### src/rtl/even_seq_ctrl.sv
// even_seq_ctrl: bounded, back-pressurable sequencer for the even-number
// generator. A start command captures first/last/limit, then an internal
// mod-2^WIDTH counter steps by +2, presenting each term over valid/ready
// until the last term or the term limit is reached, or an abort arrives.
module even_seq_ctrl #(
    parameter int WIDTH = 4,
    parameter int CNTW  = 8
) (
    input  logic             clk,
    input  logic             rst,
    input  logic             start,
    input  logic             abort,
    input  logic [WIDTH-1:0] cfg_first,
    input  logic [WIDTH-1:0] cfg_last,
    input  logic [CNTW-1:0]  cfg_count,
    output logic [WIDTH-1:0] out_value,
    output logic             out_valid,
    input  logic             out_ready,
    output logic [CNTW-1:0]  term_idx,
    output logic             busy,
    output logic             done,
    output logic             aborted
);

    typedef enum logic [1:0] {
        IDLE = 2'd0,
        RUN  = 2'd1,
        DONE = 2'd2
    } state_t;

    state_t           state;
    state_t           state_next;

    logic [WIDTH-1:0] cur;
    logic [WIDTH-1:0] last_q;
    logic [CNTW-1:0]  count_q;
    logic [CNTW-1:0]  idx;
    logic             aborted_q;

    logic             accept;
    logic             handshake;
    logic             final_term;

    // A start is only meaningful while idle; anything else is dropped.
    assign accept     = (state == IDLE) && start;
    assign handshake  = (state == RUN) && out_ready;

    // The presented term is the last one if it matches the programmed end
    // value or if it exhausts a non-zero term limit.
    assign final_term = (cur == last_q) ||
                        ((count_q != '0) && (idx == count_q - CNTW'(1)));

    // State register.
    always_ff @(posedge clk) begin
        // NOTE: sequential state uses non-blocking assignments so every
        // register samples pre-edge values, independent of block ordering.
        if (rst) state <= IDLE;
        else     state <= state_next;
    end

    // Next-state decode; abort wins over a same-cycle final handshake.
    always_comb begin
        // NOTE: default assigned first so no path leaves state_next unassigned,
        // which would otherwise infer a latch.
        state_next = state;
        unique case (state)
            IDLE: if (start) state_next = RUN;
            RUN: begin
                if (abort)                         state_next = IDLE;
                else if (handshake && final_term)  state_next = DONE;
            end
            DONE:    state_next = IDLE;
            default: state_next = IDLE;
        endcase
    end

    // Term counter, term index and abort pulse.
    always_ff @(posedge clk) begin
        if (rst) begin
            cur       <= '0;
            idx       <= '0;
            aborted_q <= 1'b0;
        end else begin
            aborted_q <= (state == RUN) && abort;
            if (accept) begin
                cur <= {cfg_first[WIDTH-1:1], 1'b0};
                idx <= '0;
            end else if (handshake && !abort && !final_term) begin
                cur <= cur + WIDTH'(2);
                idx <= idx + CNTW'(1);
            end
        end
    end

    // Captured end value and term limit, frozen for the whole run.
    always_ff @(posedge clk) begin
        // NOTE: no reset here; these are always written by the start that
        // launches a run before anything reads them.
        if (accept) begin
            last_q  <= {cfg_last[WIDTH-1:1], 1'b0};
            count_q <= cfg_count;
        end
    end

    assign out_value = cur;
    assign out_valid = (state == RUN);
    assign term_idx  = idx;
    assign busy      = (state != IDLE);
    assign done      = (state == DONE);
    assign aborted   = aborted_q;

endmodule

### config.mk
export PLATFORM = sky130hd
export DESIGN_NAME = even_seq_ctrl
export DESIGN_NICKNAME = d
export VERILOG_FILES = /design/src/rtl/even_seq_ctrl.sv
export SDC_FILE = /design/constraint.sdc
export NUM_CORES = 1
export LEC_CHECK = 0
export CORE_ASPECT_RATIO = 0.7
export CORE_MARGIN = 5
export CORE_UTILIZATION = 29
export DETAILED_ROUTE_END_ITERATION = 16
export PLACE_DENSITY = 0.64
export SLEW_MARGIN = 20
export SYNTH_ARGS = -nofsm -noshare
export SYNTH_HDL_FRONTEND = slang
export SYNTH_SLANG_ARGS = --single-unit
### constraint.sdc
create_clock -name clk -period 6.5 [get_ports clk]
set_input_delay 1.3 -clock clk [delete_from_list [all_inputs] [get_ports clk]]
set_output_delay 1.3 -clock clk [all_outputs]
set_load 0.05 [all_outputs]
==> results by group <==
Status
  – Status: finished, final reports clean

Global route
  – Global-route wire length before repair: 4310 µm
  – Initial antenna violation count: 0
  – Gr usage total: 0.0945
  – GRT busiest layer: met2
  – GRT overflow: 0
  – Grt met1 use: 0.114
  – Met2 Use GR: 0.166
  – Vias in the first global route: 965
  – M3 GR Usage: 0.0288
  – Largest net degree at the start of global routing: 15

Floorplanning
  – Ports: 37
  – Core area: 4300 µm²
  – Starting Density: 0.297
  – Die H: 65.6 µm
  – Die Footprint: 5860 µm²
  – Site Rows: 20
  – Die width: 89.4 µm

Setup path
  – Startpoint types: flip-flop
  – CP required: 5200 ps
  – Crit path capture type: primary output
  – WP data arrival: 1660 ps
  – Max Fanout on Critical Path: 3
  – Crit path kind: flip-flop to primary output
  – R2r setup slk: 3880 ps

Placement
  – Port Buffers: 33
  – Dpl hpwl: 2210 µm
  – Placed insts: 206
  – GPL Wtd Cong: 0.753

Layout
  – Area of the multi-input gates: 622 µm²
  – Layout Cells excl Fill: 210
  – Nets: 181
  – Ant diodes: 0
  – Most frequent cells in the layout: clkdlybuf4s50_1, dfxtp_1, edfxtp_1
  – Reg area: 611 µm²
  – Most common cell after layout, fill and taps aside: clkdlybuf4s50_1
  – Ratio of cells with drive above 1 in the final layout: 0.0645
  – Number of fill cells in the layout: 462
  – Layout area overhead: 32.6%

Synthesis
  – FF+latch count, synth: 25
  – YS warnings: 0
  – Synth area leader: edfxtp_1
  – Synth Instances: 122
  – Register area share after synthesis: 0.477
  – Syn Nets: 147
  – Synth Area per Inst: 10.5 µm²
  – Yosys cell types: 40
  – Mapped cell area: 1280 µm²
  – Synth top area cells: edfxtp_1, dfxtp_1, xnor2_1
  – Top cell type's share of synthesized area: 0.258

Clock tree
  – Post-CTS sizing: 0
  – # H-tree levels: 1
  – Clock-pin slew on the worst setup and hold paths: 90 ps
  – Cts bufs inserted: 3
  – Worst skew pair latency: 270 ps
  – CTS Root Cell: clkbuf_8
  – Max clock buf depth: 2
  – Hold-fix buffers at CTS: 0
  – Post-CTS Setup Bufs: 0
  – CTS tree: yes
  – Sink Count: 25

Timing
  – Unrepaired setup endpoints after global routing: no
  – Post-route minimum period: 2960 ps
  – Slew Viols, Final: 0
  – TNS Setup: 0 ps
  – Post-route clock period utilization: 0.456
  – Worst slew margin: 0.642
  – Max Fclk: 337 MHz
  – Fin. Hold Viols: 0
  – Setup Viol. Count Final: 0
  – Setup Skew: 8.51 ps
  – Worst-Margin Slew: 536 ps

Worst hold path
  – Min-Delay Path Class: flip-flop to flip-flop

Routing
  – DRC viols: 0
  – Via density: 4.80
  – Post-DRT Antenna Nets: 0
  – Final wirelength: 2770 µm
  – Wire per inst: 13.2 µm
  – DR iter-0 viols: 39
  – Drt pass-1 iters: 4
  – Vias after detailed routing: 1008

Pwr
  – PD cells: 192 nW/µm²
  – Leak Pwr: 0.619 nW
  – Worst-case vdd ir drop: 144 µV

Run
  – Max-cap violations: 0
[report_power, final]
part | switching [mW] | leakage (nW) | total, mW | internal (mW)
combinational | 0.0316 | 0.377 | 0.0576 | 0.0260
sequential | 0.00611 | 0.219 | 0.178 | 0.172
clock | 0.0465 | 0.0228 | 0.0903 | 0.0438
total | 0.0842 | 0.619 | 0.326 | 0.242
[per-stage QoR]
stage | cell area, µm² | total power, mW | util | worst slack [ps] | hold slack [ps]
2_1_floorplan | 1280 | 0.217 | - | 4000 | 656
5_1_grt | 1700 | 0.342 | 0.394 | 3450 | 563
6_report | 1700 | 0.326 | 0.394 | 3540 | 531
3_5_place_dp | 1650 | 0.240 | 0.383 | 3470 | 515
4_1_cts | 1700 | 0.331 | 0.394 | 3540 | 535
3_3_place_gp | 1650 | 0.238 | 0.383 | 3470 | 512
[cells by family (layout without fill, tap and decap cells)]
| group | count (synthesis) | count (layout) | share of synthesized area |
|---|---|---|---|
| buf+inv | 9 | 42 | 0.0362 |
| simple gates | 43 | 43 | 0.198 |
| mux | 2 | 2 | 0.0157 |
| flops | 25 | 25 | 0.477 |
| other cells | 1 | 1 | 0.00293 |
| compound gates | 19 | 19 | 0.101 |
| fa+ha+maj | 4 | 4 | 0.0391 |
| xor+xnor | 19 | 19 | 0.130 |
[state kept, by name, indices dropped and copies added (netlist names)]
name	cells
aborted	1
state	2
term_idx	8
last_q	3
count_q	8
out_value	3
[routing by layer]
layer	up-vias	part of all wire
met5	-	0
met4	0	0.0069
met3	2	0.057
met2	27	0.48
met1	478	0.45
li1	501	-
[synth_stat cells (all sizes together)]
cell	n
ha	4
and3b	1
a21oi	5
nand2	7
mux2i	2
nand4	2
nand2b	1
o21ai	5
xnor2	10
o211ai	3
dfxtp	14
a311oi	1
conb	1
nor2b	3
xor2	9
nand3	5
and4b	1
or3	2
nor4	1
nand3b	1
and3	1
o31ai	3
nor3b	1
nor2	10
nor3	1
buf	3
a31oi	1
inv	5
a211oi	1
or4	4
and4bb	1
and2	1
edfxtp	11
clkbuf	1
[worst max-delay path, cell delays in order (launching register included)]
cell	delay (ps)
dfxtp_1	360
nor2b_1	200
clkdlybuf4s50_1	840
[cell type report]
class / instances / area share
multi-input combinational: 88 / 0.367
inverter: 5 / 0.0111
sequential: 25 / 0.360
clock buffer: 4 / 0.0266
timing repair buffer: 33 / 0.195
tap: 55 / 0.0406
[path summary, 6_finish.rpt]
path	to	cells past startpoint	startpoint
worst max-delay path	out_valid	2	state[0]
worst min-delay path	out_value[1]	2	out_value[1]
worst max register to register	out_value[2]	9	count_q[0]
worst min register to register	out_value[1]	2	out_value[1]
Note: power is estimated with default switching activity, not from simulation.
